--- config.mk ---
export PLATFORM = sky130hd
export DESIGN_NAME = mem_arbiter
export DESIGN_NICKNAME = d
export VERILOG_FILES = /design/src/rtl/mem_arbiter.sv
export SDC_FILE = /design/constraint.sdc
export NUM_CORES = 1
export LEC_CHECK = 0
export ABC_AREA = 1
export CAP_MARGIN = 20
export CORE_MARGIN = 2
export CORE_UTILIZATION = 43
export CTS_BUF_LIST = sky130_fd_sc_hd__clkbuf_4 sky130_fd_sc_hd__clkbuf_8 sky130_fd_sc_hd__clkbuf_16
export DETAILED_ROUTE_END_ITERATION = 6
export MAX_ROUTING_LAYER = met4
export PLACE_DENSITY = 0.9
export SLEW_MARGIN = 40
export SYNTH_ARGS = -nofsm -noshare
export SYNTH_HDL_FRONTEND = slang
export SYNTH_SLANG_ARGS = --single-unit
--- constraint.sdc ---
create_clock -name CLK -period 2.2 [get_ports CLK]
set_input_delay 0.22 -clock CLK [delete_from_list [all_inputs] [get_ports CLK]]
set_output_delay 0.22 -clock CLK [all_outputs]
set_load 0.02 [all_outputs]
--- src/rtl/mem_arbiter.sv ---
// mem_arbiter
//   Round-robin arbiter between N_PORTS requesters and a single-ported memory.
//   One transaction at a time: IDLE (arbitrate and latch) -> ISSUE (one-cycle
//   strobe) -> WAIT (LATENCY cycles) -> RESP (one-cycle ack to the granted port).
//
// Ports
//   CLK, RES      clock, asynchronous active-low reset
//   req, we       per-port request / write enable (bit i = port i)
//   addr, wdata   per-port address / write data, port i at [i*W +: W]
//   ack           one-hot completion pulse, one cycle
//   rdata         read data, valid in the ack cycle of a read, held otherwise
//   busy          high whenever the FSM is not idle
//   memRead/memWrite/memAddr/memDataIn   memory request side
//   memDataOut    memory read data
module mem_arbiter #(
  parameter int unsigned N_PORTS = 2,
  parameter int unsigned ADDR_W  = 32,
  parameter int unsigned DATA_W  = 32,
  parameter int unsigned LATENCY = 1
) (
  input  logic                        CLK,
  input  logic                        RES,
  input  logic [N_PORTS-1:0]          req,
  input  logic [N_PORTS-1:0]          we,
  input  logic [N_PORTS*ADDR_W-1:0]   addr,
  input  logic [N_PORTS*DATA_W-1:0]   wdata,
  output logic [N_PORTS-1:0]          ack,
  output logic [DATA_W-1:0]           rdata,
  output logic                        busy,
  output logic                        memRead,
  output logic                        memWrite,
  output logic [ADDR_W-1:0]           memAddr,
  output logic [DATA_W-1:0]           memDataIn,
  input  logic [DATA_W-1:0]           memDataOut
);

  localparam int unsigned PW = (N_PORTS > 1) ? $clog2(N_PORTS) : 1;
  localparam int unsigned CW = PW + 1;

  typedef enum logic [1:0] {
    ST_IDLE,
    ST_ISSUE,
    ST_WAIT,
    ST_RESP
  } state_e;

  state_e              state_q, state_d;
  logic [PW-1:0]       ptr_q, ptr_d;
  logic [PW-1:0]       g_q, g_d;
  logic [3:0]          cnt_q, cnt_d;
  logic                we_l_q, we_l_d;
  logic [ADDR_W-1:0]   addr_l_q, addr_l_d;
  logic [DATA_W-1:0]   wdata_l_q, wdata_l_d;
  logic [DATA_W-1:0]   rdata_q, rdata_d;

  logic [ADDR_W-1:0]   addr_a  [N_PORTS];
  logic [DATA_W-1:0]   wdata_a [N_PORTS];

  logic                found;
  logic [PW-1:0]       pick;
  logic [CW-1:0]       cand;

  for (genvar p = 0; p < N_PORTS; p++) begin : g_unpack
    assign addr_a[p]  = addr[p*ADDR_W +: ADDR_W];
    assign wdata_a[p] = wdata[p*DATA_W +: DATA_W];
  end

  // First requester at or above ptr, wrapping; cand carries one extra bit so
  // ptr+k can exceed N_PORTS-1 before the modulo fold.
  always_comb begin
    found = 1'b0;
    pick  = '0;
    cand  = '0;
    for (int unsigned k = 0; k < N_PORTS; k++) begin
      cand = {1'b0, ptr_q} + CW'(k);
      if (cand >= CW'(N_PORTS)) begin
        cand = cand - CW'(N_PORTS);
      end
      if (!found && req[cand[PW-1:0]]) begin
        found = 1'b1;
        pick  = cand[PW-1:0];
      end
    end
  end

  always_comb begin
    state_d   = state_q;
    ptr_d     = ptr_q;
    g_d       = g_q;
    cnt_d     = cnt_q;
    we_l_d    = we_l_q;
    addr_l_d  = addr_l_q;
    wdata_l_d = wdata_l_q;
    rdata_d   = rdata_q;
    unique case (state_q)
      ST_IDLE: begin
        if (found) begin
          g_d       = pick;
          we_l_d    = we[pick];
          addr_l_d  = addr_a[pick];
          wdata_l_d = wdata_a[pick];
          state_d   = ST_ISSUE;
        end
      end
      ST_ISSUE: begin
        cnt_d   = 4'(LATENCY);
        ptr_d   = (g_q == PW'(N_PORTS - 1)) ? '0 : g_q + PW'(1);
        state_d = ST_WAIT;
      end
      ST_WAIT: begin
        cnt_d = cnt_q - 4'd1;
        if (cnt_q == 4'd1) begin
          state_d = ST_RESP;
          if (!we_l_q) begin
            rdata_d = memDataOut;
          end
        end
      end
      ST_RESP: begin
        state_d = ST_IDLE;
      end
      default: begin
        state_d = ST_IDLE;
      end
    endcase
  end

  always_ff @(posedge CLK or negedge RES) begin
    if (!RES) begin
      state_q   <= ST_IDLE;
      ptr_q     <= '0;
      g_q       <= '0;
      cnt_q     <= '0;
      we_l_q    <= 1'b0;
      addr_l_q  <= '0;
      wdata_l_q <= '0;
      rdata_q   <= '0;
    end else begin
      state_q   <= state_d;
      ptr_q     <= ptr_d;
      g_q       <= g_d;
      cnt_q     <= cnt_d;
      we_l_q    <= we_l_d;
      addr_l_q  <= addr_l_d;
      wdata_l_q <= wdata_l_d;
      rdata_q   <= rdata_d;
    end
  end

  always_comb begin
    ack = '0;
    if (state_q == ST_RESP) begin
      ack[g_q] = 1'b1;
    end
  end

  assign busy      = (state_q != ST_IDLE);
  assign memRead   = (state_q == ST_ISSUE) && !we_l_q;
  assign memWrite  = (state_q == ST_ISSUE) &&  we_l_q;
  assign memAddr   = addr_l_q;
  assign memDataIn = wdata_l_q;
  assign rdata     = rdata_q;

endmodule
==> impl_metrics.yaml, run 1 <==
pwr:
  max-vdd-ir-drop_mv: 0.942
  leakagePower_nw: 4.20
  combPwrFrac_pct: 53.8
  p_total_w: 0.0108
  p_sw_share_pct: 41.4
  seqPwrFrac_pct: 31.4
  p_sw_w: 0.00446
  power_frac_clock_pct: 14.7
  p_per_area_nw_per_um2: 1310
  internal-power_w: 0.00632
logic_synthesis:
  synth_cells: 694
  syn_area_um2: 5120
  synth.distinct_cells: 20
  avgSynthCellArea_um2: 7.38
  synth_nets: 867
  synth.yosys.seq_area_share_pct: 51.3
  synth_warnings: 0
  synth_seq_cells: 105
worst_setup_path:
  required_ps: 1980
  r2r_slack_ps: 690
  critPathArrivalTime_ps: 1820
  crit_type: "flop to primary output"
  startpoint_type: "flop"
  cp_max_fo: 4
  end_kind: "primary output"
status:
  violations: "DRC"
  status: "complete, but fails checks"
timing:
  fin_crit_ps: 2040
  fmax_mhz: 490
  slew_violations: 0
  hold_ws_ps: 247
  worst_pin_slew_ps: 410
  max_slew_margin_pct: 72.6
  rsz0062_at_grt: "false"
  fin_tns_setup_ps: 0
  finalSetupViolations: 0
  skew_ps: 8.82
  period_share_pct: 92.8
  hold_viol_final: 0
clock_tree:
  postCtsSetupBuffers: 0
  cts_tree: "done"
  hold_buffers: 1
  clock_sinks: 105
  clk_latency_ps: 340
  cts_resized: 0
  cts-htree-levels: 3
  clk_pin_slew_ps: 70
  clockBufferDepth: 2
  cts-buffers-inserted: 9
  root_buffer: "clkbuf_16"
floorplan:
  die_area_um2: 12800
  rows: 39
  die-height_um: 113
  core_area_um2: 11500
  start_util_pct: 44.5
  fp.dieW_um: 113
  io_pins: 267
global_route:
  grt_max_degree: 72
  grt_pass1_wl_mm: 25.1
  grt_pass1_vias: 5193
  antenna_found_initial: 1
  grt_util_all_layers_pct: 25.1
  grt_overflow_total: 0
min_path:
  hold_path.class: "primary input to asynchronous set/reset pin"
cells_and_area:
  layout_common_cells: "370 x nand2_1, 264 x clkdlybuf4s50_1, 105 x dfrtp_1"
  layout.nets: 1117
  fin_area_um2: 8220
  areaGrowthSynthToFinish_pct: 60.5
  fin_cells: 1093
  drive_gt1_share_pct: 4.21
  fillers: 911
  final_common_cell: "nand2_1"
route:
  firstDrtPassIters: 7
  wl_per_cell_um: 14.1
  antenna_left: 0
  vias: 5281
  first_iter_violations: 439
  vias_per_cell: 4.83
  drc: 20
  wl_mm: 15.4
place:
  dp_hpwl_mm: 11.3
  place_congestion: 0.820
  io_buffers: 266
  placedCellCount: 1075
  placed_cell_area_um2: 7920
flow_run:
  max_cap_viol_count: 0
[layout make-up]
cell class	count	area (um2)	area share, %
timing repair buffer	280	2840	34.5
inverter	46	173	2.10
sequential	105	2630	31.9
clock buffer	9	225	2.74
antenna	1	2.50	0.0304
tap	143	179	2.18
clock inverter	7	70.1	0.852
multi-input combinational	502	2110	25.7
[per-stage QoR]
stage | utilization, % | setup slack, ps
6_report | 71.4 | 159
5_1_grt | 71.4 | 7.51
4_1_cts | 71.4 | 145
3_5_place_dp | 68.7 | 517
3_3_place_gp | 68.7 | 519
2_1_floorplan | - | 784
[registers in the layout (all words and copies together) (netlist names)]
register,flops
we_l_q,1
ptr_q,1
memDataIn,32
state_q,2
memAddr,32
cnt_q,4
rdata,32
g_q,1
[Yosys cell counts]
cell type	n	area, um2
or2_2	1	6.26
inv_2	3	11.3
a21oi_1	2	10.0
nand4_1	1	6.26
buf_2	24	120
nand2_1	371	1390
nor2_1	8	30.0
nand4_2	1	12.5
clkbuf_1	9	33.8
dfrtp_1	105	2630
nor2_2	1	6.26
ha_1	7	87.6
nand2_2	2	12.5
o21ai_1	1	5.00
buf_6	1	11.3
nand3_1	70	350
o21ai_0	36	180
nor3b_1	1	7.51
buf_4	7	52.6
inv_1	43	161
[power groups by stage]
stage	Combinational (W)	Sequential (W)	Clock, W
after global placement	0.00573	0.00336	0
after floorplan	0.00211	0.00439	0
final	0.00581	0.00339	0.00159
after detailed placement	0.00586	0.00341	0
after global routing	0.00635	0.00349	0.00173
after CTS	0.00587	0.00339	0.00162
[kinds of logic (layout without fill, tap and decap cells)]
group                    count (synthesis)  count (layout)  synth area share (%)
AO/OA/AOI/OAI                           39              39                  3.81
adder cells (fa/ha/maj)                  7               7                  1.71
flip-flops                             105             105                  51.3
AND/OR/NAND/NOR                        456             456                  35.6
other                                    0               1                     0
buffers and inverters                   87             342                  7.62
[critical path, cell delays in order, from the launching register on]
cell and delay [ps]:
dfrtp_1 410, inv_1 110, ha_1 170, inv_1 60
nor2_1 90, clkdlybuf4s50_1 640
[routing by layer]
layer	share of wire (%)	GRT usage, %	vias to the layer above
met4	2.2	7.80	0
met5	0	-	-
met1	39	29.9	2424
met2	51	43.5	204
met3	7.5	4.45	23
li1	-	-	2630
[path summary, 6_finish.rpt]
check                             startpoint             to  cells after the start
worst max-delay path              state_q[1]        memRead                      5
worst min-delay path                     RES    memAddr[19]                      2
worst max register to register    state_q[0]       cnt_q[3]                      7
worst min register to register  memDataIn[6]   memDataIn[6]                      2
max in group asynchronous                RES  memDataIn[28]                      3
min in group CLK                      req[1]     state_q[0]                      5
(Power assumes the default switching activity.)
==> run 2, diff against run 1 <==
--- a/config.mk
+++ b/config.mk
@@ -13,6 +13,7 @@
 export DETAILED_ROUTE_END_ITERATION = 6
 export MAX_ROUTING_LAYER = met4
 export PLACE_DENSITY = 0.9
+export RECOVER_POWER = 100
 export SLEW_MARGIN = 40
 export SYNTH_ARGS = -nofsm -noshare
 export SYNTH_HDL_FRONTEND = slang
==> impl_metrics.yaml, run 2 (same netlist as run 1, synthesis figures left out) <==
clock_tree:
  cts_tree: "done"
  clock_sinks: 105
  clk_pin_slew_ps: 70
  cts-buffers-inserted: 9
  root_buffer: "clkbuf_16"
  cts-htree-levels: 3
  clockBufferDepth: 2
  clk_latency_ps: 330
  postCtsSetupBuffers: 0
global_route:
  antenna_found_initial: 1
  grt_pass1_wl_mm: 25.1
  grt_max_degree: 72
  grt_util_all_layers_pct: 25.1
  grt_overflow_total: 0
  grt_pass1_vias: 5193
route:
  drc: 20
  first_iter_violations: 412
  wl_met3_mm: 1.17
  vias: 5268
  antenna_left: 0
  top_layer_used: "met4"
  wl_met1_mm: 6.06
  wl_per_cell_um: 14.2
  wl_met2_mm: 7.88
  vias_per_cell: 4.82
  firstDrtPassIters: 7
  wl_mm: 15.5
pwr:
  p_per_area_nw_per_um2: 1270
  max-vdd-ir-drop_mv: 0.889
  p_total_w: 0.0104
  leakagePower_nw: 4.30
floorplan:
  io_pins: 267
  die_area_um2: 12800
  rows: 39
  start_util_pct: 44.5
  fp.dieW_um: 113
  core_area_um2: 11500
  die-height_um: 113
timing:
  period_share_pct: 92.9
  slew_violations: 0
  fin_crit_ps: 2040
  fin_tns_setup_ps: 0
  skew_ps: 7.12
  finalSetupViolations: 0
  fmax_mhz: 489
  hold_viol_final: 0
  max_slew_margin_pct: 36.7
  rsz0062_at_grt: "false"
  hold_ws_ps: 284
  worst_pin_slew_ps: 949
status:
  status: "complete, but fails checks"
  violations: "DRC"
cells_and_area:
  layout.nets: 1117
  fillers: 919
  final_common_cell: "nand2_1"
  drive_gt1_share_pct: 3.69
  layout_common_cells: "372 x nand2_1, 165 x clkdlybuf4s50_1, 105 x dfrtp_1"
  register_area_um2: 2630
  areaGrowthSynthToFinish_pct: 59.4
  multiInputGateArea_um2: 2100
worst_setup_path:
  cp_max_fo: 4
  crit_type: "flop to primary output"
  startpoint: "state_q[1]"
  reg2reg_from: "state_q[0]"
  startpoint_type: "flop"
  end_kind: "primary output"
  required_ps: 1980
  critPathArrivalTime_ps: 1820
min_path:
  hold_path.class: "primary input to asynchronous set/reset pin"
flow_run:
  max_cap_viol_count: 0
place:
  dp_hpwl_mm: 11.3
  io_buffers: 266
  place_congestion: 0.820
[run 2: cell types whose count changed in the layout (fill, tap and decap cells not counted), sizes merged]
cell and delta:
buf -5, clkbuf +5, clkdlybuf4s50 -99, clkinv +1, dlygate4sd3 +99, inv -1
[run 2: report_power, final]
part | internal [W] | switching [W]
sequential | 0.00286 | 0.000488
clock | 0.000883 | 0.000708
combinational | 0.00222 | 0.00322
total | 0.00597 | 0.00441
[run 2: cell type report]
class	instances	area share (%)
clock inverters	7	0.858
well taps	143	2.19
multi-input cells	502	25.8
flip-flops and latches	105	32.2
inverters	46	2.11
repair buffers	280	34.1
clock buffers	9	2.76
diodes	1	0.0306
[run 2: worst paths after layout]
kind | to | slack [ps] | cells past startpoint
setup reg to reg | rdata[1] | 240 | 5
hold reg to reg | memAddr[17] | 470 | 2
min in group CLK | state_q[0] | 370 | 5
setup / recovery | memRead | 160 | 5
max in group asynchronous | cnt_q[2] | 650 | 3
hold / removal | memAddr[19] | 280 | 2
[run 2: critical path, cell delays in order (launching register included)]
cell and delay [ps]:
dfrtp_1 410, inv_1 110, ha_1 170, inv_1 60, nor2_1 90, clkdlybuf4s50_1 640
[run 2: through the flow]
step | setup slack, ps | util [%] | std cells | area (um2)
floorplan | 784 | - | 694 | 5120
global placement | 519 | 68.7 | 1075 | 7920
detailed placement | 517 | 68.7 | 1075 | 7920
CTS | 145 | 71.4 | 1092 | 8220
global route | 7.51 | 70.9 | 1093 | 8170
finish | 157 | 70.9 | 1093 | 8170
[run 2: timing repair]
item / in CTS / in global routing
gates resized for setup: 0 / 0
endpoints found under the hold margin: 90 / 0
hold buffers: 1 / 0
[run 2: per-layer routing]
| layer | up-vias | global-route usage, % |
|---|---|---|
| met4 | 0 | 7.80 |
| met5 | - | - |
| met1 | 2398 | 29.9 |
| li1 | 2638 | - |
| met2 | 206 | 43.5 |
| met3 | 26 | 4.45 |
==> run 3, diff against run 2 <==
--- a/config.mk
+++ b/config.mk
@@ -7,6 +7,7 @@
 export LEC_CHECK = 0
 export ABC_AREA = 1
 export CAP_MARGIN = 20
+export CORE_ASPECT_RATIO = 1.4
 export CORE_MARGIN = 2
 export CORE_UTILIZATION = 43
 export CTS_BUF_LIST = sky130_fd_sc_hd__clkbuf_4 sky130_fd_sc_hd__clkbuf_8 sky130_fd_sc_hd__clkbuf_16
==> impl_metrics.yaml, run 3 (same netlist as run 1, synthesis figures left out) <==
status:
  status: "finished clean"
route:
  drc: 0
  antenna_left: 0
  wl_per_cell_um: 14.2
  first_iter_violations: 212
  firstDrtPassIters: 4
  vias_per_cell: 4.87
  vias: 5323
  wl_mm: 15.5
worst_setup_path:
  critPathMaxStageDelay_ps: 630
  end_kind: "primary output"
  crit_type: "flop to primary output"
  startpoint_type: "flop"
  crit_path_frequent_cell: "inv_1"
  path_buf_inv: 3
  critPathTopFamily: "buffers and inverters"
  path_cells: "inv_1 -> ha_1 -> inv_1 -> nor2_1 -> clkdlybuf4s50_1"
  slowest_stage: "clkdlybuf4s50_1"
  critPathArrivalTime_ps: 1850
  cp_max_fo: 4
  required_ps: 1980
pwr:
  max-vdd-ir-drop_mv: 0.783
  p_per_area_nw_per_um2: 1280
  leakagePower_nw: 4.29
global_route:
  grt_overflow_total: 0
  grt_max_degree: 67
  grt_pass1_wl_mm: 24.1
  antenna_found_initial: 0
  grt_pass1_vias: 5142
  grt_util_all_layers_pct: 24.6
flow_run:
  max_cap_viol_count: 0
clock_tree:
  clockBufferDepth: 2
  clock_sinks: 105
  cts_tree: "done"
  clk_pin_slew_ps: 70
  cts-htree-levels: 3
  clk_latency_ps: 340
  root_buffer: "clkbuf_16"
  cts_resized: 0
  cts-buffers-inserted: 9
floorplan:
  die_area_um2: 12800
  core_area_um2: 11700
  start_util_pct: 43.8
  io_pins: 267
  fp.dieW_um: 96.3
  die-height_um: 133
  rows: 47
min_path:
  hold_path.class: "primary input to flop"
place:
  dp_hpwl_mm: 11.3
  place_congestion: 0.849
  placedCellCount: 1076
  io_buffers: 266
timing:
  period_share_pct: 94.1
  finalSetupViolations: 0
  slew_violations: 0
  hold_viol_final: 0
  worst_pin_slew_ps: 945
  skew_ps: 7.43
  max_slew_margin_pct: 37.0
  fin_tns_setup_ps: 0
  rsz0062_at_grt: "false"
  fmax_mhz: 483
  fin_crit_ps: 2070
cells_and_area:
  layout.nets: 1114
  drive_gt1_share_pct: 3.70
  multiInputGateArea_um2: 2110
  fin_cells: 1093
  fillers: 917
  diodes: 0
  register_area_um2: 2630
  areaGrowthSynthToFinish_pct: 59.1
  layout_common_cells: "371 x nand2_1, 165 x clkdlybuf4s50_1, 105 x dfrtp_1"
  final_common_cell: "nand2_1"
## run 3: worst paths after layout
| check | end | slack (ps) | depth (start not counted) | start |
|---|---|---|---|---|
| max reg2reg | memAddr[7] | 260 | 6 | state_q[0] |
| max in group asynchronous | memAddr[22] | 400 | 3 | RES |
| min reg2reg | memDataIn[27] | 480 | 2 | memDataIn[27] |
| min | state_q[1] | 360 | 5 | req[1] |
| max | memRead | 130 | 5 | state_q[1] |
| min in group asynchronous | memDataIn[15] | 520 | 2 | RES |
## run 3: area by class of cell
type,instances,area share [%]
multi-input combinational,502,25.8
clock inverter,7,1.04
clock buffer,9,2.76
sequential,105,32.2
timing repair buffer,277,33.8
tap,147,2.26
inverter,46,2.12
## run 3: routing by layer
metal	global-route usage (%)	part of all wire, %	wire length, um
met1	28.5	38	5960
met2	41.9	52	8090
met3	4.52	6.7	1030
met4	9.13	2.8	429
met5	-	0	0
## run 3: stage by stage
stage          hold slack [ps]  instance area [um2]  setup slack [ps]  total power [W]  utilization, %
4_1_cts                    354                 8190               128           0.0110            70.0
5_1_grt                    403                 8160              26.1           0.0112            69.7
3_3_place_gp               187                 7870               402          0.00904            67.3
3_5_place_dp               189                 7870               294          0.00923            67.3
6_report                   361                 8160               130           0.0105            69.7
2_1_floorplan            -75.6                 5120               784          0.00650               -
## run 3: timing repair
item,in CTS,in global routing
hold buffers,1,0
hold endpoints to repair,30,0
buffers inserted,0,0
## run 3: worst register-to-register path: stages (launching register included)
cell,delay (ps)
dfrtp_1,400
inv_1,100
ha_1,240
nand2_1,130
buf_2,740
nand2_1,170
nand2_1,110
## run 3: where the power goes
group | switching, W | total [W] | internal (W)
sequential | 0.000485 | 0.00334 | 0.00286
clock | 0.000752 | 0.00166 | 0.000906
combinational | 0.00326 | 0.00545 | 0.00219
total | 0.00449 | 0.0105 | 0.00596
